==> src/rtl/mem_access_ctrl_if.sv <==
// Bundle of the signals exchanged by the data-memory access controller.
// Covers the pipeline request/response handshake and the DATA_MEM bus.
//
//   req_valid/req_ready     pipeline request handshake (ready = controller idle)
//   req_we/req_byte/req_signed, req_addr, req_wdata   request attributes
//   rsp_valid/rsp_rdata     one-cycle completion pulse and load result
//   mem_w/mem_r/mem_byte_en, mem_addr, mem_wdata      DATA_MEM inputs
//   mem_rdata               DATA_MEM DATA_out
//
// Modports:
//   master  the controller; it drives the memory bus and the response.
//   slave   the environment (pipeline + memory) facing the controller.
interface mem_access_ctrl_if #(
  parameter int AW = 16,
  parameter int DW = 16
);
  logic          req_valid;
  logic          req_ready;
  logic          req_we;
  logic          req_byte;
  logic          req_signed;
  logic [AW-1:0] req_addr;
  logic [DW-1:0] req_wdata;
  logic          rsp_valid;
  logic [DW-1:0] rsp_rdata;
  logic          mem_w;
  logic          mem_r;
  logic          mem_byte_en;
  logic [AW-1:0] mem_addr;
  logic [DW-1:0] mem_wdata;
  logic [DW-1:0] mem_rdata;

  modport master (
    input  req_valid, req_we, req_byte, req_signed, req_addr, req_wdata,
    input  mem_rdata,
    output req_ready, rsp_valid, rsp_rdata,
    output mem_w, mem_r, mem_byte_en, mem_addr, mem_wdata
  );

  modport slave (
    output req_valid, req_we, req_byte, req_signed, req_addr, req_wdata,
    output mem_rdata,
    input  req_ready, rsp_valid, rsp_rdata,
    input  mem_w, mem_r, mem_byte_en, mem_addr, mem_wdata
  );
endinterface

==> src/rtl/mem_access_ctrl.sv <==
// Data-memory access controller for the MEM stage.
// Converts pipeline load/store requests into DATA_MEM transactions, handling
// word and byte accesses, byte-load sign/zero extension, a configurable read
// latency, and splitting of odd-address word accesses into two byte accesses
// (little-endian: low byte at the odd address, high byte at address+1).
//
// Ports:
//   clk   rising-edge clock
//   rst   asynchronous active-high reset
//   bus   mem_access_ctrl_if.master: request handshake, response, DATA_MEM bus
//
// Parameters:
//   AW      byte address width
//   DW      data width (a word is two bytes)
//   RD_LAT  cycles from the mem_r cycle to the cycle mem_rdata is sampled (0..3)
module mem_access_ctrl #(
  parameter int AW     = 16,
  parameter int DW     = 16,
  parameter int RD_LAT = 1
) (
  input  logic               clk,
  input  logic               rst,
  mem_access_ctrl_if.master  bus
);

  localparam logic [2:0] S_IDLE   = 3'd0;
  localparam logic [2:0] S_ACC    = 3'd1;
  localparam logic [2:0] S_RWAIT  = 3'd2;
  localparam logic [2:0] S_LO     = 3'd3;
  localparam logic [2:0] S_LOWAIT = 3'd4;
  localparam logic [2:0] S_HI     = 3'd5;
  localparam logic [2:0] S_HIWAIT = 3'd6;
  localparam logic [2:0] S_DONE   = 3'd7;

  localparam logic [1:0] LAT = 2'(RD_LAT);

  logic [2:0]    state;
  logic [1:0]    cnt;
  logic          r_we;
  logic          r_byte;
  logic          r_signed;
  logic [AW-1:0] r_addr;
  logic [DW-1:0] r_wdata;
  logic [7:0]    lo_byte;
  logic [AW-1:0] addr_hi;

  // Second half of a split access; wraps naturally at the top of the space.
  assign addr_hi = r_addr + {{(AW-1){1'b0}}, 1'b1};

  assign bus.req_ready = (state == S_IDLE);

  // Place a single byte on lane [7:0], upper lane zero.
  function automatic logic [DW-1:0] lane0(input logic [7:0] b);
    return {{(DW-8){1'b0}}, b};
  endfunction

  // Byte-load extension: sign-extend only when the request asked for it.
  function automatic logic [DW-1:0] ext_byte(input logic [7:0] b, input logic sgn);
    return {{(DW-8){b[7] & sgn}}, b};
  endfunction

  // Result of a single (aligned) read: full word, or extended low byte.
  function automatic logic [DW-1:0] load_result(input logic [DW-1:0] d,
                                                input logic byt, input logic sgn);
    return byt ? ext_byte(d[7:0], sgn) : d;
  endfunction

  always_ff @(posedge clk or posedge rst) begin
    if (rst) begin
      state           <= S_IDLE;
      cnt             <= 2'd0;
      r_we            <= 1'b0;
      r_byte          <= 1'b0;
      r_signed        <= 1'b0;
      r_addr          <= '0;
      r_wdata         <= '0;
      lo_byte         <= 8'd0;
      bus.mem_w       <= 1'b0;
      bus.mem_r       <= 1'b0;
      bus.mem_byte_en <= 1'b0;
      bus.mem_addr    <= '0;
      bus.mem_wdata   <= '0;
      bus.rsp_valid   <= 1'b0;
      bus.rsp_rdata   <= '0;
    end else begin
      // Strobes and the response pulse last exactly one cycle unless a
      // branch below issues the next one; address/data hold their values.
      bus.mem_w       <= 1'b0;
      bus.mem_r       <= 1'b0;
      bus.mem_byte_en <= 1'b0;
      bus.rsp_valid   <= 1'b0;

      case (state)
        S_IDLE: begin
          if (bus.req_valid) begin
            r_we            <= bus.req_we;
            r_byte          <= bus.req_byte;
            r_signed        <= bus.req_signed;
            r_addr          <= bus.req_addr;
            r_wdata         <= bus.req_wdata;
            bus.mem_w       <= bus.req_we;
            bus.mem_r       <= ~bus.req_we;
            bus.mem_addr    <= bus.req_addr;
            if (bus.req_byte || !bus.req_addr[0]) begin
              state           <= S_ACC;
              bus.mem_byte_en <= bus.req_byte;
              bus.mem_wdata   <= bus.req_byte ? lane0(bus.req_wdata[7:0]) : bus.req_wdata;
            end else begin
              // Odd-address word: first the low byte at the given address.
              state           <= S_LO;
              bus.mem_byte_en <= 1'b1;
              bus.mem_wdata   <= lane0(bus.req_wdata[7:0]);
            end
          end
        end

        S_ACC: begin
          if (r_we) begin
            state         <= S_DONE;
            bus.rsp_valid <= 1'b1;
          end else if (RD_LAT == 0) begin
            state         <= S_DONE;
            bus.rsp_valid <= 1'b1;
            bus.rsp_rdata <= load_result(bus.mem_rdata, r_byte, r_signed);
          end else begin
            state <= S_RWAIT;
            cnt   <= 2'd1;
          end
        end

        S_RWAIT: begin
          if (cnt == LAT) begin
            state         <= S_DONE;
            bus.rsp_valid <= 1'b1;
            bus.rsp_rdata <= load_result(bus.mem_rdata, r_byte, r_signed);
          end else begin
            cnt <= cnt + 2'd1;
          end
        end

        S_LO: begin
          if (r_we || RD_LAT == 0) begin
            if (!r_we) lo_byte <= bus.mem_rdata[7:0];
            state           <= S_HI;
            bus.mem_w       <= r_we;
            bus.mem_r       <= ~r_we;
            bus.mem_byte_en <= 1'b1;
            bus.mem_addr    <= addr_hi;
            bus.mem_wdata   <= lane0(r_wdata[15:8]);
          end else begin
            state <= S_LOWAIT;
            cnt   <= 2'd1;
          end
        end

        S_LOWAIT: begin
          if (cnt == LAT) begin
            lo_byte         <= bus.mem_rdata[7:0];
            state           <= S_HI;
            bus.mem_r       <= 1'b1;
            bus.mem_byte_en <= 1'b1;
            bus.mem_addr    <= addr_hi;
            bus.mem_wdata   <= lane0(r_wdata[15:8]);
          end else begin
            cnt <= cnt + 2'd1;
          end
        end

        S_HI: begin
          if (r_we) begin
            state         <= S_DONE;
            bus.rsp_valid <= 1'b1;
          end else if (RD_LAT == 0) begin
            state         <= S_DONE;
            bus.rsp_valid <= 1'b1;
            bus.rsp_rdata <= {bus.mem_rdata[7:0], lo_byte};
          end else begin
            state <= S_HIWAIT;
            cnt   <= 2'd1;
          end
        end

        S_HIWAIT: begin
          if (cnt == LAT) begin
            state         <= S_DONE;
            bus.rsp_valid <= 1'b1;
            bus.rsp_rdata <= {bus.mem_rdata[7:0], lo_byte};
          end else begin
            cnt <= cnt + 2'd1;
          end
        end

        S_DONE: begin
          state <= S_IDLE;
        end

        default: begin
          state <= S_IDLE;
        end
      endcase
    end
  end

endmodule

==> src/flat_wrapper.sv <==
// flat-port wrapper written by rule: the top's interface ports become plain ports
module mem_access_ctrl_flat 
#(
  parameter int AW     = 16,
  parameter int DW     = 16,
  parameter int RD_LAT = 1
)
  (clk, rst, bus_req_valid, bus_req_we, bus_req_byte, bus_req_signed, bus_req_addr, bus_req_wdata, bus_mem_rdata, bus_req_ready, bus_rsp_valid, bus_rsp_rdata, bus_mem_w, bus_mem_r, bus_mem_byte_en, bus_mem_addr, bus_mem_wdata);
  mem_access_ctrl_if #(.AW(AW), .DW(DW)) bus_i ();
  input  logic clk;
  input  logic rst;
  input wire logic [$bits(bus_i.req_valid)-1:0] bus_req_valid;
  input wire logic [$bits(bus_i.req_we)-1:0] bus_req_we;
  input wire logic [$bits(bus_i.req_byte)-1:0] bus_req_byte;
  input wire logic [$bits(bus_i.req_signed)-1:0] bus_req_signed;
  input wire logic [$bits(bus_i.req_addr)-1:0] bus_req_addr;
  input wire logic [$bits(bus_i.req_wdata)-1:0] bus_req_wdata;
  input wire logic [$bits(bus_i.mem_rdata)-1:0] bus_mem_rdata;
  output wire logic [$bits(bus_i.req_ready)-1:0] bus_req_ready;
  output wire logic [$bits(bus_i.rsp_valid)-1:0] bus_rsp_valid;
  output wire logic [$bits(bus_i.rsp_rdata)-1:0] bus_rsp_rdata;
  output wire logic [$bits(bus_i.mem_w)-1:0] bus_mem_w;
  output wire logic [$bits(bus_i.mem_r)-1:0] bus_mem_r;
  output wire logic [$bits(bus_i.mem_byte_en)-1:0] bus_mem_byte_en;
  output wire logic [$bits(bus_i.mem_addr)-1:0] bus_mem_addr;
  output wire logic [$bits(bus_i.mem_wdata)-1:0] bus_mem_wdata;
  assign bus_i.req_valid = bus_req_valid;
  assign bus_i.req_we = bus_req_we;
  assign bus_i.req_byte = bus_req_byte;
  assign bus_i.req_signed = bus_req_signed;
  assign bus_i.req_addr = bus_req_addr;
  assign bus_i.req_wdata = bus_req_wdata;
  assign bus_i.mem_rdata = bus_mem_rdata;
  assign bus_req_ready = bus_i.req_ready;
  assign bus_rsp_valid = bus_i.rsp_valid;
  assign bus_rsp_rdata = bus_i.rsp_rdata;
  assign bus_mem_w = bus_i.mem_w;
  assign bus_mem_r = bus_i.mem_r;
  assign bus_mem_byte_en = bus_i.mem_byte_en;
  assign bus_mem_addr = bus_i.mem_addr;
  assign bus_mem_wdata = bus_i.mem_wdata;
  mem_access_ctrl #(.AW(AW), .DW(DW), .RD_LAT(RD_LAT)) u_core (.clk(clk), .rst(rst), .bus(bus_i));
endmodule
==> config.mk <==
export PLATFORM = sky130hd
export DESIGN_NAME = mem_access_ctrl_flat
export DESIGN_NICKNAME = d
export VERILOG_FILES = /design/src/rtl/mem_access_ctrl_if.sv /design/src/rtl/mem_access_ctrl.sv /design/src/flat_wrapper.sv
export SDC_FILE = /design/constraint.sdc
export NUM_CORES = 1
export LEC_CHECK = 0
export ABC_AREA = 0
export ABC_CLOCK_PERIOD_IN_PS = 8100
export BUFFER_PORTS_ARGS = -buffer_cell sky130_fd_sc_hd__buf_2
export CORE_ASPECT_RATIO = 1.2
export CORE_MARGIN = 4
export CORE_UTILIZATION = 57
export DETAILED_ROUTE_END_ITERATION = 8
export PLACE_DENSITY_LB_ADDON = 0.15
export SYNTH_ARGS = -nofsm -noshare
export SYNTH_HDL_FRONTEND = slang
export SYNTH_SLANG_ARGS = --single-unit
==> constraint.sdc <==
create_clock -name clk -period 8.1 [get_ports clk]
set_clock_uncertainty 0.2 [all_clocks]
set_input_delay 0.405 -clock clk [delete_from_list [all_inputs] [get_ports clk]]
set_output_delay 0.405 -clock clk [all_outputs]
set_load 0.02 [all_outputs]
; ---- Word level (Yosys, flattened, before mapping)
; Cells that the tools add are included.
; Widths: inputs -> output; s select.
[word_totals]
wordCells = 88
out_inout_bits = 53
input_bits = 54
regBits = 100
[classes]
n_eq_ne = 16
bitwise_logic = 3
n_addsub = 2
muxes = 36
n_reduce_logical = 16
[op_table]
columns = op, count
row1 = $mux 16, 11
row2 = $pmux 16 s3, 2
row3 = $pmux 16 s2, 1
row4 = $pmux 3 s7, 1
row5 = $add 16x1->16 const B, 1
row6 = $eq 3x3->1 const B, 4
row7 = $mux 3, 4
row8 = $ne 2x1->1 const B, 5
row9 = $mux 1, 9
row10 = $reduce_and 3->1, 3
row11 = $eq 3x2->1 const B, 2
row12 = $mux 2, 3
row13 = $ne 2x2->1 const B, 3
row14 = $pmux 1 s3, 2
row15 = $reduce_or 3->1, 2
row16 = $pmux 1 s2, 2
row17 = $pmux 2 s2, 1
row18 = $reduce_and 2->1, 2
row19 = $reduce_and 4->1, 1
row20 = $reduce_bool 2->1, 2
row21 = $reduce_or 2->1, 2
row22 = $eq 3x1->1 const B, 1
row23 = $logic_not 3->1, 1
row24 = $reduce_bool 3->1, 1
row25 = 6 further kinds, 7

; ---- Logic depth before layout (Yosys ltp)
[depth]
word_depth = 5
depth_mapped = 8
mapped_depth_nobuf = 6

; ---- Worst setup path after synthesis
; Ideal clock, no wire load.
[synth_timing]
kind = reg-to-reg
start = register u_core.state[1]
end = register u_core.r_addr[0]
t_required_ns = 7.775
setup_ns = 0.125
path_buffers = 3
period_less_slack_ns = 2.348
slack_ns = 5.752
t_arrival_ns = 2.023
path_stages_with_launch = 7
cell_sequence = dfrtp_1 -> buf_6 -> nor3_1 -> and2_1 -> buf_2 -> buf_2 -> mux2_2
[synth_via]
elab_chain_len = 2
[synth_rtl]
columns = item, line_no
row1 = start: declaration, mem_access_ctrl.sv:37  ; logic [2:0] state;
row2 = start signal: assignment, mem_access_ctrl.sv:70  ; state <= S_IDLE;
row3 = start signal: assignment, mem_access_ctrl.sv:105  ; state <= S_ACC;
row4 = start signal: assignment, mem_access_ctrl.sv:110  ; state <= S_LO;
row5 = $logic_not 3->1, --
row6 = named net bus_req_ready, flat_wrapper.sv:19  ; output wire logic [$bits(bus_i.req_ready)-1:0] bus_req_ready;
row7 = $reduce_and 2->1 (no source line), --
row8 = end signal: assignment, mem_access_ctrl.sv:99  ; r_addr <= bus.req_addr;
row9 = end: declaration, mem_access_ctrl.sv:42  ; logic [AW-1:0] r_addr;
; The timed path passes the listed nets, and every way through them passes these cells.
; A chain may end at the register's enable or synchronous reset.

; ---- Worst setup path in the final report
[layout_timing]
start = register u_core.state[0]
end = register u_core.bus.mem_addr[10]
[layout_via]
elab_chain_len = 3
elab_cells_between_ends = 9
cone_classes = eq/ne: 5 / mux: 1 / reduce/logical: 3
[layout_rtl]
columns = item, line_no
row1 = $eq 3x2->1 (tied with other cells), mem_access_ctrl.sv:93  ; case (state)
row2 = $ne 2x1->1 (no source line) (tied with other cells), --
row3 = $reduce_and 4->1 (no source line), --
row4 = end signal: assignment, mem_access_ctrl.sv:103  ; bus.mem_addr <= bus.req_addr;
row5 = end signal: assignment, mem_access_ctrl.sv:148  ; bus.mem_addr <= addr_hi;
row6 = end signal: assignment, mem_access_ctrl.sv:162  ; bus.mem_addr <= addr_hi;
row7 = end: declaration, mem_access_ctrl_if.sv:37  ; output mem_w, mem_r, mem_byte_en, mem_addr, mem_wdata
; Several ways; a longest one is shown, not always the timed one.

==> metrics.md <==
| Metric | Value |
|---|---|
| Most frequent cells in the layout | buf_2 (106), dfrtp_1 (92), o21ai_0 (36), mux2_2 (35), nand3_1 (30) |
| Synthesized Nets | 453 |
| Ys Warns | 0 |
| Startpoint Class | flip-flop |
| Slew @ Worst Pin | 1.26 ns |
| WP data required | 8.13 ns |
| Min-delay worst type | input port to flip-flop |
| Root Buffer | clkbuf_8 |
| Layout cells sized above 1 | 33.8% |
| Maximum fanout along the worst path | 32 |
| First-iteration detailed-routing DRC count | 121 |
| Yosys cell types | 49 |
| Port Buffers | 106 |
| # clock sinks | 92 |
| Die Span X | 87.5 microns |
| Fin. Hold Viols | 0 |
| Clock tree buffer depth | 2 |
| Gpl congestion | 0.819 |
| Max Fclk | 295 MHz |
| Congestion Overflow GR | 0 |
| Clock latency on the worst-skew pair | 0.36 ns |
| Post-synthesis compound-gate area fraction | 15.3% |
| Final hold slack | 0.0693 ns |
| Final Slew Violations | 0 |
| CTS tree | built |
| Largest net degree at the start of global routing | 48 |
| Vias in the first global route | 3430 |
| Largest family of logic cells by synthesized area | compound AO/OA/AOI/OAI gates |
| Net count reported at finish | 545 |
| Sequential fraction of the synthesis area | 53.3% |
| Synth Area in Adders | 0.579% |
| Post-synthesis simple-gate area fraction | 14.6% |
| Slowest CP cell | and2_1 |
| Crit path buffers/inverters | 0 |
| Outcome | finished clean |
| Initial antenna violation count | 0 |
| Core area | 7320 sq um |
| First-pass GRT wire length | 16300 microns |
| Total I/O pin count | 107 |
| Most used DFF post-synth | dfrtp_1 |
| CTS clk-pin slew, worst paths | 0.09 ns |
| Final core utilization | 69.1% |
| CP startpoint | u_core.state[0] |
| Setup TNS | 0 ns |
| Relative slew slack | 16.1% |
| Setup crit end kind | flip-flop |
| Mapped Area | 4320 sq um |
| Post-CTS sizing | 0 |
| Fin crit period | 3.40 ns |
| Commonest non-fill, non-tap cell in the layout | buf_2 |
| Total CTS buffers | 9 |
| DP Wirelength | 6790 microns |
| Async SR Flop Fraction | 100% |
| Crit path cell chain | or3b_1 -> a21o_1 -> and2_1 -> mux2_2 |
| LEAKAGE | 2.38 nW |
| PwrDens | 430 nW/um^2 |
| Post-synthesis xor/xnor area fraction | 0.810% |
| CP arrival | 3.43 ns |
| Fillers | 595 |
| Mapped Cells | 397 |
| Routed wire per std cell | 17.1 microns |
| Max cap viols | 0 |
| CP max stage delay | 1.08 ns |
| Mux contribution to synthesized area | 11.7% |
| ANT nets after route | 0 |
| Post-CTS Setup Bufs | 0 |
| Crit Path Category | flip-flop to flip-flop |
| Post-synthesis sequential element count | 92 |
| Die ar. | 9050 sq um |
| RSZ-0062 raised after global routing | false |
| DRC | 0 |
| Initial Util | 59.1% |
| Number of synthesized flops with an enable pin | 0 |
| H-Tree Depth | 3 |
| N_diodes | 0 |
| Tcrit/Tclk final | 41.9% |
| Worst r2r src | u_core.state[0] |
| CP top delay family | simple AND/OR/NAND/NOR gates |
| Post-Syn Area per Cell | 10.9 sq um |
| FP Rows | 34 |
| Worst VDD drop | 0.240 mV |
| DRT Pass-1 Iters | 4 |
| WL final | 9960 microns |
| GRT Util Overall | 23.1% |
| Hold_sp | bus_req_we |
| Cts hold-fix bufs | 1 |
| Final setup fails | 0 |
| Die Ht | 103 microns |
| Via-per-instance ratio | 5.85 |
| Via Count | 3415 |
| Layout area overhead | 17.0% |
[routing by layer]
metal / share of wire [%] / global-route usage [%]
met1: 42 / 29.9
met2: 50 / 38.3
met3: 5.9 / 3.88
met4: 2.0 / 10.2
met5: 0 / 0
[kinds of logic (layout without fill, tap and decap cells)]
family,count (synthesis),count (layout)
AND/OR/NAND/NOR,124,124
AO/OA/AOI/OAI,95,95
flip-flops,92,92
multiplexers,46,46
buffers and inverters,34,131
XOR/XNOR,4,4
adder cells (fa/ha/maj),2,2
[final timing paths]
path / depth (start not counted) / slack (ns) / end
worst max-delay path: 4 / 4.70 / u_core.bus.mem_addr[10]
min in group asynchronous: 3 / 0.51 / u_core.bus.rsp_rdata[9]
worst min-delay path: 2 / 0.07 / u_core.bus.mem_r
max in group asynchronous: 4 / 6.09 / u_core.r_addr[7]
worst min register to register: 2 / 0.28 / u_core.bus.rsp_rdata[12]
worst max register to register: 4 / 4.70 / u_core.bus.mem_addr[10]
[layout make-up]
| cell class | count | area, sq um | share of cell area, % |
|---|---|---|---|
| inverters | 5 | 20.0 | 0.396 |
| multi-input cells | 271 | 1860 | 36.7 |
| clock buffers | 11 | 141 | 2.79 |
| clock inverters | 5 | 61.3 | 1.21 |
| repair buffers | 110 | 563 | 11.1 |
| well taps | 90 | 113 | 2.23 |
| flip-flops and latches | 92 | 2300 | 45.5 |
[metrics by stage]
step	worst slack (ns)	instances	total power [mW]	instance area [sq um]
after global placement	4.84	567	1.83	4850
after floorplan	5.10	397	1.60	4320
after global routing	4.52	584	2.34	5060
final	4.70	584	2.18	5060
after CTS	4.73	584	2.19	5060
after detailed placement	4.76	567	1.88	4850
[where the power goes]
group	switching (mW)	internal (mW)	total, mW
clock network	0.164	0.152	0.316
registers	0.181	0.684	0.865
logic	0.590	0.405	0.995
total	0.935	1.24	2.18
[registers in the layout, indices dropped and copies added, names as in the netlist]
signal                  count
u_core.bus.mem_addr        16
u_core.bus.mem_byte_en      1
u_core.bus.mem_r            1
u_core.bus.mem_w            1
u_core.bus.mem_wdata       16
u_core.bus.rsp_rdata       16
u_core.bus.rsp_valid        1
u_core.cnt                  2
u_core.lo_byte              8
u_core.r_addr              16
u_core.r_byte               1
u_core.r_signed             1
u_core.r_wdata              8
u_core.r_we                 1
u_core.state                3
[synth_stat cells (all sizes together) (2+ instances only)]
master	count	area, sq um
nor2b	9	56.3
nand3b	2	15.0
and3b	2	17.5
nor4	7	43.8
and3	3	18.8
inv	5	18.8
o31ai	8	60.1
dfrtp	92	2300
a22o	8	70.1
buf	13	83.8
o21a	3	22.5
nand3	30	150
ha	2	25.0
o21ai	36	180
nor3	16	80.1
o22ai	15	93.8
clkbuf	16	60.1
xnor2	3	26.3
mux2i	11	110
nor2	15	58.8
o41ai	3	48.8
o31a	3	26.3
or3	2	12.5
and2	2	12.5
nand2	28	105
nand4	3	18.8
mux2	35	394
nor3b	2	20.0
a21o	4	30.0
a21oi	5	25.0
[worst reg2reg max path, delay by kind of cell (launching register included)]
family,cells,cell delay (ns)
AOI/OAI and AO/OA,1,0.71
DFF,1,0.66
and+or+nand+nor,2,1.28
muxes,1,0.43
No activity file was read; power rests on OpenSTA's default activity.
